**src/rtl/reset_sequencer.sv**
```systemverilog
// Reset sequencer: holds all reset domains after a reset event, then releases
// them one at a time (bit 0 first) with a fixed stagger and reports completion.
// One saturating counter times the hold, the stagger and, when the optional
// watchdog is built in (macro RESET_SEQUENCER_WDT_EN), the watchdog timeout.
// rst_cause records whether the last reset came from power-on, software or
// the watchdog.
module reset_sequencer #(
  parameter int HOLD_CYCLES = 30,
  parameter int STAGGER     = 4,
  parameter int NUM_DOMAINS = 3,
  parameter int WDT_CYCLES  = 30000
) (
  input  logic                   clk,
  input  logic                   rst_n,
  input  logic                   sw_rst_req,
  input  logic                   wdt_kick,
  output logic [NUM_DOMAINS-1:0] dom_rst_n,
  output logic                   por_done,
  output logic [1:0]             rst_cause
);

  localparam int MAX_HS  = (HOLD_CYCLES > STAGGER) ? HOLD_CYCLES : STAGGER;
  localparam int MAX_CNT = (MAX_HS > WDT_CYCLES) ? MAX_HS : WDT_CYCLES;
  localparam int CNT_W   = $clog2(MAX_CNT + 1);

  localparam logic [CNT_W-1:0] CNT_SAT   = '1;
  localparam logic [CNT_W-1:0] HOLD_LAST = CNT_W'(HOLD_CYCLES - 1);
  localparam logic [CNT_W-1:0] STAG_LAST = CNT_W'(STAGGER - 1);

  localparam logic [NUM_DOMAINS-1:0] DOM_LSB = NUM_DOMAINS'(1);

  localparam logic [1:0] CAUSE_POR = 2'b00;
  localparam logic [1:0] CAUSE_SW  = 2'b01;
  localparam logic [1:0] CAUSE_WDT = 2'b10;

  typedef enum logic [1:0] {
    HOLD    = 2'b00,
    RELEASE = 2'b01,
    RUN     = 2'b10
  } state_t;

  state_t                 state_q, state_d;
  logic [CNT_W-1:0]       cnt_q, cnt_d;
  logic [NUM_DOMAINS-1:0] dom_d;
  logic                   por_d;
  logic [1:0]             cause_d;

  // Counter never wraps: it sticks at all-ones.
  function automatic logic [CNT_W-1:0] sat_inc(input logic [CNT_W-1:0] c);
    return (c == CNT_SAT) ? c : c + 1'b1;
  endfunction

`ifdef RESET_SEQUENCER_WDT_EN
  // Expiry fires on the edge where the count since the last kick (or RUN
  // entry) reaches WDT_CYCLES-1, i.e. when the registered count is one below.
  localparam logic [CNT_W-1:0] WDT_LAST = CNT_W'(WDT_CYCLES - 2);
  logic wdt_fire;
`else
  // The watchdog is not built; the kick input is deliberately left unused.
  logic unused_kick;
  assign unused_kick = wdt_kick;
`endif

  // Next-state, counter and registered-output values for the sequencer.
  always_comb begin
    state_d = state_q;
    cnt_d   = cnt_q;
    dom_d   = dom_rst_n;
    por_d   = por_done;
    cause_d = rst_cause;
`ifdef RESET_SEQUENCER_WDT_EN
    wdt_fire = 1'b0;
`endif
    case (state_q)
      HOLD: begin
        dom_d = '0;
        por_d = 1'b0;
        if (cnt_q == HOLD_LAST) begin
          cnt_d = '0;
          dom_d = DOM_LSB;
          if (NUM_DOMAINS == 1) begin
            state_d = RUN;
            por_d   = 1'b1;
          end else begin
            state_d = RELEASE;
          end
        end else begin
          cnt_d = sat_inc(cnt_q);
        end
      end
      RELEASE: begin
        if (cnt_q == STAG_LAST) begin
          cnt_d = '0;
          dom_d = (dom_rst_n << 1) | DOM_LSB;
          if (&dom_d) begin
            state_d = RUN;
            por_d   = 1'b1;
          end
        end else begin
          cnt_d = sat_inc(cnt_q);
        end
      end
      RUN: begin
`ifdef RESET_SEQUENCER_WDT_EN
        if (wdt_kick) begin
          cnt_d = '0;
        end else if (cnt_q == WDT_LAST) begin
          wdt_fire = 1'b1;
        end else begin
          cnt_d = sat_inc(cnt_q);
        end
`else
        cnt_d = cnt_q;
`endif
      end
      default: begin
        state_d = HOLD;
        cnt_d   = '0;
        dom_d   = '0;
        por_d   = 1'b0;
      end
    endcase

    // Software request wins over everything except rst_n, including expiry.
    if (sw_rst_req) begin
      state_d = HOLD;
      cnt_d   = '0;
      dom_d   = '0;
      por_d   = 1'b0;
      cause_d = CAUSE_SW;
    end
`ifdef RESET_SEQUENCER_WDT_EN
    else if (wdt_fire) begin
      state_d = HOLD;
      cnt_d   = '0;
      dom_d   = '0;
      por_d   = 1'b0;
      cause_d = CAUSE_WDT;
    end
`endif
  end

  // State, counter and output registers with synchronous active-low reset.
  always_ff @(posedge clk) begin
    if (!rst_n) begin
      state_q   <= HOLD;
      cnt_q     <= '0;
      dom_rst_n <= '0;
      por_done  <= 1'b0;
      rst_cause <= CAUSE_POR;
    end else begin
      state_q   <= state_d;
      cnt_q     <= cnt_d;
      dom_rst_n <= dom_d;
      por_done  <= por_d;
      rst_cause <= cause_d;
    end
  end

endmodule

```
**config.mk**
```make
export PLATFORM = sky130hd
export DESIGN_NAME = reset_sequencer
export DESIGN_NICKNAME = d
export VERILOG_FILES = /design/src/rtl/reset_sequencer.sv
export SDC_FILE = /design/constraint.sdc
export NUM_CORES = 1
export LEC_CHECK = 0
export CAP_MARGIN = 5
export CORE_MARGIN = 2
export CORE_UTILIZATION = 50
export CTS_BUF_LIST = sky130_fd_sc_hd__clkbuf_8
export CTS_CLUSTER_SIZE = 16
export DETAILED_ROUTE_END_ITERATION = 10
export PLACE_DENSITY = 0.81
export SETUP_SLACK_MARGIN = 0.02
export SYNTH_ARGS = -nofsm -noshare
export SYNTH_HDL_FRONTEND = slang
export SYNTH_SLANG_ARGS = --single-unit
```
**constraint.sdc**
```tcl
create_clock -name clk -period 1.7 [get_ports clk]
set_clock_uncertainty 0.1 [all_clocks]
set_input_delay 0.51 -clock clk [delete_from_list [all_inputs] [get_ports clk]]
set_output_delay 0.51 -clock clk [all_outputs]
set_load 0.1 [all_outputs]
```
# == Yosys cells after proc, flatten, opt, wreduce, memory -nomap -nowiden ==
# Cells that the tools add are included.
# word_totals
in_bits,4
elab_cells,36
output_inout_bits,6
register_bits,22
# classes
n_reduce_logical,6
eq_ne,8
muxes,14
bitwise_logic,2
addsub,1
# ops
cell,count
$mux 15,3
$pmux 15 s3,1
$add 15x1->15 const B,1
$eq 15x15->1 const B,1
$eq 15x2->1 const B,1
$eq 15x5->1 const B,1
$pmux 3 s3,1
$mux 2,3
$ne 2x2->1 const B,3
$pmux 2 s3,1
$reduce_and 2->1,2
$reduce_and 4->1,1
$mux 1,3
$mux 3,1
$reduce_and 3->1,1
$eq 2x1->1 const B,1
$eq 2x2->1 const B,1
$logic_not 2->1,1
$not 1->1,2
$pmux 1 s2,1
$reduce_or 2->1,1

# == Longest topological paths before layout ==
# logic_depth
ltp_word,4
ltp_mapped,8
mapped_depth_nobuf,7

# == Worst setup path after synthesis ==
# OpenSTA, ideal clock, no wires.
# synth_path
path_kind,register to register
startpoint,register dom_rst_n[1]
endpoint,register state_q[1]
period_less_slack_ns,1.827
setup_slack_ns,-0.127
t_required_ns,1.530
path_buffers,0
stages_incl_launch_ff,4
setup_ns,0.070
t_arrival_ns,1.657
path_cell_list,dfxtp_1 -> nand4_1 -> or3_1 -> a21oi_1
# synth_between
elab_chain_cells,3
# synth_rtl
element,line,text
from (decl),17,"output logic [NUM_DOMAINS-1:0] dom_rst_n,"
from (signal assigned),154,dom_rst_n <= dom_d;
$reduce_and 2->1,95,if (&dom_d) begin
$ne 2x2->1 (no line),n/a,
$reduce_and 4->1 (no line),n/a,
to (signal assigned),152,state_q <= state_d;
to (decl),42,"state_t state_q, state_d;"
# Every way passes these cells.
# A chain may end at the register's enable or synchronous reset.

# == Worst setup path after layout ==
# layout_path
startpoint,register cnt_q[0]
endpoint,register cnt_q[5]
# layout_between
elab_chain_cells,4
word_cells_on_any_way,8
classes_between,add/sub: 1; eq/ne: 3; mux: 4
# layout_rtl
element,line,text
from (decl),43,"logic [CNT_W-1:0] cnt_q, cnt_d;"
from (signal assigned),153,cnt_q <= cnt_d;
$add 15x1->15 / $eq 15x15->1 (equally long branches),50,return (c == CNT_SAT) ? c : c + 1'b1;
$mux 15,50,
$mux 15 (on tied branches),"92, 78",
$pmux 15 s3 *,74,case (state_q)
# Every way passes the cells marked *; elsewhere a longest branch is shown, timed or not.

==> summary.md <==
| Metric | Value |
|---|---|
| TritonCTS clock tree | built |
| FF+latch count, synth | 22 |
| Total core area | 2480 µm² |
| Worst vdd ir | 0.451 mV |
| Std cell rows | 18 |
| Area post-placement | 1730 µm² |
| Fin Hold WS | 432 ps |
| Worst hold path class | reg -> reg |
| Clk Latency, worst-skew pair | 270 ps |
| Placed cells | 225 |
| CP required | 1790 ps |
| Routed WL per cell | 21.8 µm |
| Pin count of the biggest net entering global routing | 13 |
| IO Port Bufs | 7 |
| Post-CTS Hold Fix Bufs | 0 |
| # DRC | 0 |
| Most common cell after layout, fill and taps aside | buf_4 |
| Hold Startpoint | dom_rst_n[1]$_SDFFE_PP0P_ |
| Final cycle utilization of the critical path | 110% |
| Slew Limit Fails | 0 |
| Outcome | complete, but fails checks |
| Synth unique cells | 46 |
| P_leak | 0.784 nW |
| Ports | 10 |
| Clock Tree Buf Depth | 2 |
| Min Clock Period, post-route | 1870 ps |
| CP Launch Type | flip-flop |
| Drt via density | 6.64 |
| Area Growth Syn to Fin | 58.3% |
| Synthesized instance count | 159 |
| Final setup viols | 18 |
| Commonest cells after routing, fill and taps aside | buf_4 (41), nor2_1 (13), dfxtp_2 (11), nand2_1 (9), dfxtp_1 (9) |
| Via Count | 1580 |
| Post-synthesis sequential area ratio | 33.5% |
| WS Path Type | reg -> reg |
| # H-tree levels | 1 |
| Syn nets | 165 |
| Endpoints failing hold | 0 |
| Final TNS setup | -2160 ps |
| Cell Pwr Density | 481 nW/µm² |
| Sink Count | 22 |
| Synth warn | 0 |
| CTS buffer count | 3 |
| Placer Congestion | 0.956 |
| Gr ovfl total | 0 |
| Placed wire-length estimate | 2740 µm |
| Final instance area | 2080 µm² |
| Global-route wire length before repair | 7090 µm |
| Ys flop type | dfxtp_1 |
| Final wirelength | 5190 µm |
| Slowest CP cell | or3_4 |
| Vias in the first global route | 1481 |
| Share of cells above drive strength 1 | 57.7% |
| Critical Path Max Stage Delay | 440 ps |
| Layout Cells excl Fill | 238 |
| Number of synthesized flops with an enable pin | 0 |
| Async SR Flop Fraction | 0% |
| Failing checks | setup timing |
| Setup WS pre-CTS | -403 ps |
| F_max | 0.535 GHz |
| Synth Cell Area | 1320 µm² |
| Area of the die | 3060 µm² |
| MaxCap Viol Count | 0 |
| Highest net fanout along the worst path | 6 |
| RSZ-0062 raised after global routing | true |
| Initial antenna violation count | 0 |
| Reg2reg start | cnt_q[0]$_SDFFE_PP0N_ |
| First-pass DRT Iterations | 4 |
| CTS clk-pin slew, worst paths | 90 ps |
| Total GRT Usage | 29.0% |
| Diode count | 0 |
| Die width | 55.3 µm |
| CP endpoint kind | flip-flop |
| Antenna viol nets, final | 0 |
| CP Data Arrival Time | 1960 ps |
| Root Buffer Master | clkbuf_8 |
| Initial Utilization | 53.1% |
| Synth Area per Inst | 8.28 µm² |
| Initial DRC Count | 127 |
| Critical path startpoint | cnt_q[0]$_SDFFE_PP0N_ |
| Layout net count | 215 |
| Post-route setup slack | -169 ps |
| Cell Chain, Critical Path | ha_4 > nand4_1 > or3_4 > nor2_4 > o21ai_1 > a31oi_1 |
| Die H | 55.3 µm |
## cells by family after synthesis
family          share of synthesized area (%)
simple gates                             31.4
compound gates                           20.9
flops                                    33.5
buf+inv                                  6.46
xor+xnor                                 3.33
mux                                      2.28
fa+ha+maj                                1.90
other cells                             0.285
## final cells by class
class	count	area, µm²
clock buffer	3	41.3
clock inverter	1	3.75
fill	108	394
inverter	4	15.0
multi-input combinational	124	1030
sequential	22	462
tap	30	37.5
timing repair buffer	54	495
## metal layers
layer | GRT usage [%] | share of wire, % | vias up
met3 | 5.15 | 9.2 | 33
met1 | 35.4 | 37 | 746
li1 | - | - | 677
met5 | 0 | 0 | -
met4 | 11.8 | 5.2 | 0
met2 | 50.0 | 48 | 124
## flip-flops by register name, summed over array words and instances (netlist names)
signal	cells
cnt_q	15
dom_rst_n	3
por_done	1
rst_cause	1
state_q	2
## Yosys cell counts, types with 4 or more instances
cell type	instances	area [µm²]
a21oi_1	13	65.1
buf_6	4	45.0
dfxtp_1	22	440
inv_1	4	15.0
nand2_1	13	48.8
nand3_1	6	30.0
nand4_1	6	37.5
nor2_1	19	71.3
nor2b_1	4	25.0
nor3_1	4	20.0
o21ai_0	6	30.0
o21ai_1	5	25.0
xnor2_1	4	35.0
## through the flow
stage	utilization [%]	power, W
floorplan	-	0.000586
global placement	69.6	0.000621
detailed placement	69.6	0.000623
CTS	76.8	0.000964
global route	84.1	0.00102
finish	84.1	0.00100
## report_power, final
| part | total (W) | internal, W | switching, W |
|---|---|---|---|
| clock network | 0.000358 | 0.000162 | 0.000195 |
| logic | 0.000121 | 0.0000537 | 0.0000668 |
| registers | 0.000523 | 0.000517 | 0.00000627 |
| total | 0.00100 | 0.000733 | 0.000269 |
## critical path, delay by kind of cell, from the launching register on
family                     cells  cell delay (ps)
and+or+nand+nor                3              850
adders and majority gates      1              160
DFF                            1              400
AOI/OAI and AO/OA              2              270
## path summary, 6_finish.rpt
path | to | cells past startpoint | slack, ps
worst max-delay path | cnt_q[5]$_SDFFE_PP0N_ | 6 | -170
worst min-delay path | dom_rst_n[1]$_SDFFE_PP0P_ | 2 | 430
worst max register to register | cnt_q[5]$_SDFFE_PP0N_ | 6 | -170
worst min register to register | dom_rst_n[1]$_SDFFE_PP0P_ | 2 | 430
## repair_timing
item                                    CTS  global route
endpoints found under the setup margin   18            20
resized for setup                        27            46
pin swaps                                20            19
buffers inserted                          6             3
Power figures use the tool's default switching activity.
